File: src/rtl/asset_access_arbiter.sv
// rtl/asset_access_arbiter.sv - protected asset access arbiter with permission mask, grant bound and lockout
//
// Shares one protected asset between N_REQ requesters and closes the asset's control loop.
// Ports:
//   clk, rst          clock, asynchronous active-high reset
//   req[N_REQ]        level requests, one per requester
//   cfg_we, cfg_mask  permission mask write (honoured only in IDLE with no winning request)
//   gnt[N_REQ]        registered one-hot grant
//   access_en         registered asset access enable
//   observe_in        asset observe port, must echo access_en
//   control_in        asset control_port_in
//   control_out       asset control_port_out, passes control_in only while granted
//   viol_pulse        registered one-cycle violation strobe
//   viol_count        saturating violation count
//   locked            high during lockout
//   busy              high during grant or release
module asset_access_arbiter #(
    parameter int               N_REQ       = 4,
    parameter int               HOLD_CYCLES = 8,
    parameter int               MAX_VIOL    = 3,
    parameter int               LOCK_CYCLES = 64,
    parameter logic [N_REQ-1:0] MASK_RST    = 4'b0001
) (
    input  logic                            clk,
    input  logic                            rst,
    input  logic [N_REQ-1:0]                req,
    input  logic                            cfg_we,
    input  logic [N_REQ-1:0]                cfg_mask,
    output logic [N_REQ-1:0]                gnt,
    output logic                            access_en,
    input  logic                            observe_in,
    input  logic                            control_in,
    output logic                            control_out,
    output logic                            viol_pulse,
    output logic [$clog2(MAX_VIOL+1)-1:0]   viol_count,
    output logic                            locked,
    output logic                            busy
);

    localparam int PW = (N_REQ > 1) ? $clog2(N_REQ) : 1;
    localparam int VW = $clog2(MAX_VIOL + 1);
    localparam int HW = (HOLD_CYCLES > 1) ? $clog2(HOLD_CYCLES) : 1;
    localparam int LW = (LOCK_CYCLES > 1) ? $clog2(LOCK_CYCLES) : 1;

    typedef enum logic [1:0] {
        S_IDLE    = 2'd0,
        S_GRANT   = 2'd1,
        S_RELEASE = 2'd2,
        S_LOCKOUT = 2'd3
    } state_t;

    state_t            state, state_next;
    logic [N_REQ-1:0]  mask, mask_next;
    logic [N_REQ-1:0]  gnt_next;
    logic              access_en_next;
    logic              viol_pulse_next;
    logic [VW-1:0]     viol_count_next;
    logic [PW-1:0]     rr_ptr, rr_ptr_next;
    logic [PW-1:0]     owner, owner_next;
    logic [HW-1:0]     hold_cnt, hold_cnt_next;
    logic [LW-1:0]     lock_cnt, lock_cnt_next;

    logic              win_valid;
    logic [PW-1:0]     win_idx;
    logic [PW-1:0]     cand;
    logic              tamper;

    // Round-robin pick: scan downward so the candidate closest to rr_ptr is the last one written.
    always_comb begin
        win_valid = 1'b0;
        win_idx   = '0;
        cand      = '0;
        for (int k = N_REQ - 1; k >= 0; k--) begin
            cand = PW'((int'(rr_ptr) + k) % N_REQ);
            if (req[cand]) begin
                win_valid = 1'b1;
                win_idx   = cand;
            end
        end
    end

    // The asset must echo the enable we drive; lockout already has the enable forced low.
    assign tamper = (state != S_LOCKOUT) && (observe_in != access_en);

    always_ff @(posedge clk or posedge rst) begin
        if (rst) begin
            state      <= S_IDLE;
            gnt        <= '0;
            access_en  <= 1'b0;
            viol_pulse <= 1'b0;
            viol_count <= '0;
            mask       <= MASK_RST;
            rr_ptr     <= '0;
            owner      <= '0;
            hold_cnt   <= '0;
            lock_cnt   <= '0;
        end else begin
            state      <= state_next;
            gnt        <= gnt_next;
            access_en  <= access_en_next;
            viol_pulse <= viol_pulse_next;
            viol_count <= viol_count_next;
            mask       <= mask_next;
            rr_ptr     <= rr_ptr_next;
            owner      <= owner_next;
            hold_cnt   <= hold_cnt_next;
            lock_cnt   <= lock_cnt_next;
        end
    end

    always_comb begin
        state_next      = state;
        gnt_next        = gnt;
        access_en_next  = access_en;
        viol_pulse_next = 1'b0;
        viol_count_next = viol_count;
        mask_next       = mask;
        rr_ptr_next     = rr_ptr;
        owner_next      = owner;
        hold_cnt_next   = hold_cnt;
        lock_cnt_next   = lock_cnt;

        if (tamper) begin
            state_next      = S_LOCKOUT;
            gnt_next        = '0;
            access_en_next  = 1'b0;
            viol_pulse_next = 1'b1;
            lock_cnt_next   = '0;
        end else begin
            case (state)
                S_IDLE: begin
                    if (win_valid) begin
                        rr_ptr_next = PW'((int'(win_idx) + 1) % N_REQ);
                        if (mask[win_idx]) begin
                            state_next     = S_GRANT;
                            owner_next     = win_idx;
                            gnt_next       = N_REQ'(1) << win_idx;
                            access_en_next = 1'b1;
                            hold_cnt_next  = HW'(HOLD_CYCLES - 1);
                        end else begin
                            viol_pulse_next = 1'b1;
                            if (viol_count < VW'(MAX_VIOL))
                                viol_count_next = viol_count + 1'b1;
                            if (viol_count_next == VW'(MAX_VIOL)) begin
                                state_next    = S_LOCKOUT;
                                lock_cnt_next = '0;
                            end
                        end
                    end else if (cfg_we) begin
                        mask_next = cfg_mask;
                    end
                end
                S_GRANT: begin
                    // Hold expiry and request drop both end the grant the same way.
                    if (!req[owner] || hold_cnt == '0) begin
                        state_next     = S_RELEASE;
                        gnt_next       = '0;
                        access_en_next = 1'b0;
                    end else begin
                        hold_cnt_next = hold_cnt - 1'b1;
                    end
                end
                S_RELEASE: begin
                    state_next = S_IDLE;
                end
                S_LOCKOUT: begin
                    if (lock_cnt == LW'(LOCK_CYCLES - 1)) begin
                        state_next      = S_IDLE;
                        viol_count_next = '0;
                        lock_cnt_next   = '0;
                    end else begin
                        lock_cnt_next = lock_cnt + 1'b1;
                    end
                end
            endcase
        end
    end

    always_comb begin
        locked      = (state == S_LOCKOUT);
        busy        = (state == S_GRANT) || (state == S_RELEASE);
        control_out = control_in & (state == S_GRANT) & ~locked;
    end

endmodule

File: config.mk
export PLATFORM = sky130hd
export DESIGN_NAME = asset_access_arbiter
export DESIGN_NICKNAME = d
export VERILOG_FILES = /design/src/rtl/asset_access_arbiter.sv
export SDC_FILE = /design/constraint.sdc
export NUM_CORES = 1
export LEC_CHECK = 0
export BUFFER_PORTS_ARGS = -buffer_cell sky130_fd_sc_hd__buf_4
export CORE_UTILIZATION = 45
export DETAILED_ROUTE_END_ITERATION = 8
export GPL_TIMING_DRIVEN = 1
export PLACE_DENSITY = 0.74
export SLEW_MARGIN = 20
export SYNTH_ARGS = -nofsm -noshare
export SYNTH_HDL_FRONTEND = slang
export SYNTH_SLANG_ARGS = --single-unit
File: constraint.sdc
create_clock -name clk -period 2.5 [get_ports clk]
set_input_delay 0 -clock clk [delete_from_list [all_inputs] [get_ports clk]]
set_output_delay 0 -clock clk [all_outputs]
set_load 0.02 [all_outputs]
Word-level counts from Yosys, hierarchy flattened
Cells that the tools add are included.

cells by class
  reduce and logical (&&, ||, !) cells = 18
  bitwise gates (word level) = 5
  add/sub/neg operators = 7
  shift operators = 1
  muxes and demuxes = 59
  order comparisons = 7
  equal/unequal tests = 19

operator list
  cell                                                        number
  2-to-1 mux 2 bit                                            17
  2-to-1 mux 6 bit                                            5
  AND reduction 4 bit                                         5
  less-than comparator 2 x 3 -> 1 bit, second input constant  6
  2-to-1 mux 1 bit                                            18
  2-to-1 mux 4 bit                                            4
  inequality test 3 bit, second input constant                5
  binary-select mux 1 bit (select 2 bit)                      6
  one-hot mux 6 bit (2 select lines)                          1
  inequality test 2 bit, second input constant                5
  AND reduction 5 bit                                         2
  2-to-1 mux 3 bit                                            3
  one-hot mux 2 bit (4 select lines)                          1
  one-hot mux 4 bit (2 select lines)                          1
  adder 2 x 1 -> 2 bit, second input constant                 3
  adder 6 x 1 -> 6 bit, second input constant                 1
  == test 2 bit, second input constant                        3
  == test 6 bit, second input constant                        1
  one-hot mux 3 bit (2 select lines)                          1
  nonzero test 3 bit                                          2
  adder 2 bit, second input constant                          2
  inequality test 4 bit, second input constant                1
  one-hot mux 2 bit (2 select lines)                          1
  nonzero test 2 bit                                          2
  16 further kinds                                            20

storage, ports and cells
  input bits = 13
  flip-flop bits (word level) = 27
  logic and storage cells = 126
  output and inout port bits = 11

Logic depth before layout (Yosys ltp)
  depth after elaboration = 19
  depth in mapped cells = 10
  depth with buffers taken out = 8

Worst setup path after synthesis
No wires, ideal clock.

  kind = register -> register
  start = register rr_ptr[1]
  end = register gnt[0]
  arrival = 2.042 ns
  library setup time = 0.126 ns
  path buffers = 1
  cell stages (with the launch flop) = 8
  setup slack = 0.331 ns
  required time = 2.374 ns
  period minus slack after synthesis = 2.169 ns
  cell sequence = dfrtp_1 > buf_4 > mux2i_1 > a221oi_4 > mux4_2 > a211oi_1 > o21bai_4 > a221o_1

on the way
  longest elaborated chain between the ends = 12
  elaborated cells between the ends (all ways) = 29
  classes of those cells = 3 x add/sub; 2 x eq/ne; 1 x shift; 22 x mux; 1 x reduce/logical

RTL lines
  what                                    line  RTL
  start: declaration                      58    logic [PW-1:0] rr_ptr, rr_ptr_next;
  start signal: assignment                104   rr_ptr <= rr_ptr_next;
  adder 2 bit                             74    cand = PW'((int'(rr_ptr) + k) % N_REQ);
  binary-select mux 1 bit (select 2 bit)  75    if (req[cand]) begin
  2-to-1 mux 1 bit (not written as such)  75
  2-to-1 mux 2 bit (3 in a row)           75
  2-to-1 mux 2 bit (*)                    75
  via win_idx[0]                          64    logic [PW-1:0] win_idx;
  left shift 1 x 2 -> 4 bit               137   gnt_next = N_REQ'(1) << win_idx;
  2-to-1 mux 4 bit                        134   if (mask[win_idx]) begin
  2-to-1 mux 4 bit                        132   if (win_valid) begin
  one-hot mux 4 bit (2 select lines)      130   case (state)
  2-to-1 mux 4 bit                        123   if (tamper) begin
  end signal: assignment                  99    gnt <= gnt_next;
  end: declaration                        29    output logic [N_REQ-1:0] gnt,

The timed path passes the listed nets; every way through them passes the cells marked *. The select of a mux whose other input is x is not followed.
A chain may end at the register's enable or synchronous reset.

Worst setup path after layout
  start = register rr_ptr[1]
  end = register lock_cnt[3]

on the way
  longest elaborated chain between the ends = 11
  elaborated cells between the ends (all ways) = 24
  classes of those cells = 3 x add/sub; 2 x eq/ne; 18 x mux; 1 x reduce/logical

RTL lines
  what                                    line  RTL
  adder 2 bit                             74
  binary-select mux 1 bit (select 2 bit)  75
  2-to-1 mux 1 bit (not written as such)  75
  2-to-1 mux 2 bit (4 in a row)           75
  binary-select mux 1 bit (select 2 bit)  134
  2-to-1 mux 1 bit (not written as such)  134
  inequality test 3 bit (no line)         -
  AND reduction 4 bit (no line) (*)       -
  end signal: assignment                  107   lock_cnt <= lock_cnt_next;
  end: declaration                        61    logic [LW-1:0] lock_cnt, lock_cnt_next;

Mark *: on every way between the ends. The rest lies on a longest branch, timed or not. The select of a mux whose other input is x is not followed.

==> key figures <==
Timing
  – Fin. max-slew vios: 0
  – Final hold vios: 0
  – Setup-failing EPs final: 0
  – Slew HR: 61.4%
  – Worst Skew: 0.00269 ns
  – Final worst path period need: 2.27 ns
  – Fmax: 0.440 GHz
  – Final Cycle Share: 91.0%
  – Total negative slack: 0 ns
  – Worst slew pin tran: 0.578 ns
  – RSZ-0062 raised after global routing: no

Global route
  – Antenna violations before repair: 0
  – Largest net degree at the start of global routing: 28
  – Grt ovf: 0
  – GRT Util Overall: 20.0%
  – First-pass GRT wire length: 6600 um
  – Vias in the first global route: 1449

Yosys
  – Primary FF master, synth: dfrtp_1
  – Register bit total from synthesis: 27
  – Mapped cell area: 1840 sq um
  – Mapped Cells: 191
  – Avg Cell Area, Syn: 9.62 sq um
  – Mapped Nets: 215
  – Synth async-reset ratio: 100%
  – Synth Warn #: 0
  – Sequential element share of the synthesized area: 36.9%
  – Post-synthesis cell type count: 48
  – Post-synth EDFFs: 0

Clock tree
  – Clock-pin slew of the registers on the worst-case setup and hold paths: 0.09 ns
  – Clock Latency Late Sink: 0.27 ns
  – Root Driver: clkbuf_8
  – CTS tree: yes
  – Max clock buf depth: 2
  – Clock sinks: 27
  – Htree depth: 1
  – CTS Buf Count: 3

Critical path
  – CP startpoint kind: flop
  – Critical Path AT: 2.45 ns
  – Reg2reg end: lock_cnt[3]
  – R2r setup slk: 0.23 ns
  – Worst EP required: 2.68 ns
  – CP top delay family: compound AO/OA/AOI/OAI gates
  – Max FO, Critical Path: 8
  – Worst path depth: 7
  – Crit path top cell by count: nand2_1
  – CP cell instances: nand2_1 -> a21oi_1 -> a211o_2 -> mux4_2 -> o21ai_2 -> nand2_1 -> o31ai_1
  – Crit path buffers/inverters: 0
  – Critical path class: flop to flop
  – R2r startpoint: rr_ptr[1]
  – Setup crit end kind: flop
  – Max incr delay on CP: 0.54 ns
  – Cell count of the worst reg-to-reg path: 7
  – Slowest cell on crit path: mux4_2

Layout
  – Synthesis-to-layout area growth: 17.8%
  – Layout cell share with drive strength beyond 1: 22.5%
  – Net count, final: 247
  – ANT cells: 0
  – Filler cells: 346
  – Core Util, Final: 56.9%

Detailed routing
  – 1st-iter DRT viols: 109
  – Residual DRC count: 0
  – Drt first pass iters: 5
  – Vias per cell: 5.74
  – Via count: 1549
  – Antenna-violating nets left: 0
  – Drt total wl: 3910 um
  – Avg WL per Cell: 14.5 um

Power and ir drop
  – PwrDens: 356 nW/um^2
  – Peak VDD IR: 0.000194 V
  – Lkg Pwr: 0.980 nW

Floorplanning
  – Initial Utilization: 48.4%
  – Core area: 3800 sq um
  – Die area: 4340 sq um
  – Die height: 65.9 um
  – I/O Pins: 24
  – Die X: 65.9 um
  – Row count: 22

Placed design
  – Port bufs: 23
  – GPL Wtd Cong: 0.858
  – Detail Placement HPWL: 2850 um

Min path
  – Hold path cells: 3
  – Hold WC Path Type: input pin to flop
  – Hold Path Origin: req[0]
  – Min-Delay Endpoint: rr_ptr[0]

Run
  – Max Cap Viol: 0

Status
  – Status: finished, final reports clean
==> placed cells by master (no fill, tap or decap), types with 2 or more instances in the layout <==
cell	count
buf_4	29
dfrtp_1	26
o21ai_0	17
inv_1	16
nand2_1	16
nor2_1	12
ha_1	11
a21oi_1	9
nand3_1	6
o31ai_1	6
nand2b_1	5
mux2i_1	5
dlygate4sd3_1	5
mux2_2	4
a22oi_1	4
a221o_1	4
and3_1	3
clkbuf_8	3
nor4_1	2
o22ai_1	2
mux4_2	2
o21ai_2	2
a41oi_1	2
o21ai_1	2
nor2b_1	2
a31oi_1	2
==> worst max path at each step <==
| stage | from | end | slack (ns) |
|---|---|---|---|
| 6_report | rr_ptr[1] | lock_cnt[3] | 0.23 |
| 5_1_grt | rr_ptr[1] | lock_cnt[3] | 0.07 |
| 4_1_cts | rr_ptr[1] | lock_cnt[3] | 0.14 |
| 3_5_place_dp | rr_ptr[1] | gnt[1] | 0.16 |
| 3_3_place_gp | rr_ptr[1] | gnt[2] | 0.20 |
| 2_1_floorplan | rr_ptr[1] | gnt[0] | 0.33 |
==> flip-flops by register name (all words and copies together) (netlist names) <==
name,cells
hold_cnt,3
state,2
owner,2
access_en,1
viol_pulse,1
viol_count,2
rr_ptr,2
gnt,4
lock_cnt,6
mask,4
==> stage by stage <==
stage	hold WS, ns	cells	power (mW)	cell area, sq um	setup slack [ns]
after global placement	0.234	257	0.517	2030	0.204
final	0.139	270	0.769	2160	0.226
after floorplan	0.0520	191	0.489	1840	0.331
after global routing	0.156	270	0.804	2160	0.0663
after CTS	0.0205	265	0.771	2110	0.138
after detailed placement	0.237	257	0.518	2030	0.161
==> layer usage <==
layer | vias to the layer above | global-route usage [%] | part of all wire [%]
li1 | 773 | - | -
met1 | 747 | 27.4 | 49
met2 | 24 | 31.9 | 47
met3 | 5 | 2.41 | 2.3
met4 | 0 | 7.61 | 1.2
met5 | - | 0 | 0
==> synth_stat cells (3+ instances only) <==
| library cell | instances | area [sq um] |
|---|---|---|
| o21ai_0 | 17 | 85.1 |
| inv_1 | 17 | 63.8 |
| a221o_1 | 4 | 40.0 |
| mux2_2 | 4 | 45.0 |
| buf_6 | 3 | 33.8 |
| nand2b_1 | 5 | 31.3 |
| nand3_1 | 6 | 30.0 |
| nor2_1 | 12 | 45.0 |
| o31ai_1 | 6 | 45.0 |
| dfrtp_1 | 26 | 651 |
| ha_1 | 11 | 138 |
| and3_1 | 3 | 18.8 |
| mux2i_1 | 5 | 50.1 |
| a22oi_1 | 4 | 30.0 |
| a21oi_1 | 9 | 45.0 |
| nand2_1 | 16 | 60.1 |
==> where the power goes <==
part | leakage, nW | internal, mW | switching, mW
Combinational | 0.621 | 0.0395 | 0.0423
Sequential | 0.337 | 0.439 | 0.00197
Clock | 0.0228 | 0.114 | 0.133
==> layout make-up <==
cell class | count | area [sq um] | share of cell area (%)
Timing Repair Buffer | 34 | 268 | 12.4
Multi-Input combinational cell | 140 | 1050 | 48.5
Sequential cell | 27 | 677 | 31.3
Clock buffer | 4 | 45.0 | 2.08
Tap cell | 48 | 60.1 | 2.78
Inverter | 17 | 63.8 | 2.95
==> tightest hold or removal path: stages <==
cell	delay (ns)
buf_4	0.12
a221oi_4	0.09
o21ai_0	0.17
==> cells by family (layout without fill, tap and decap cells) <==
| group | count (synthesis) | after routing | synth area share (%) |
|---|---|---|---|
| compound gates | 62 | 62 | 25.0 |
| simple gates | 54 | 54 | 14.4 |
| flops | 27 | 27 | 36.9 |
| buf+inv | 24 | 55 | 6.68 |
| mux | 12 | 12 | 9.06 |
| fa+ha+maj | 11 | 11 | 7.49 |
| xor+xnor | 1 | 1 | 0.477 |
==> repair_timing <==
action,4_1_cts,5_1_grt
setup buffers,0,4
endpoints found under the hold margin,4,26
gates resized for setup,0,3
hold buffers,4,1
setup endpoints to repair,0,8
(Power assumes the default switching activity.)
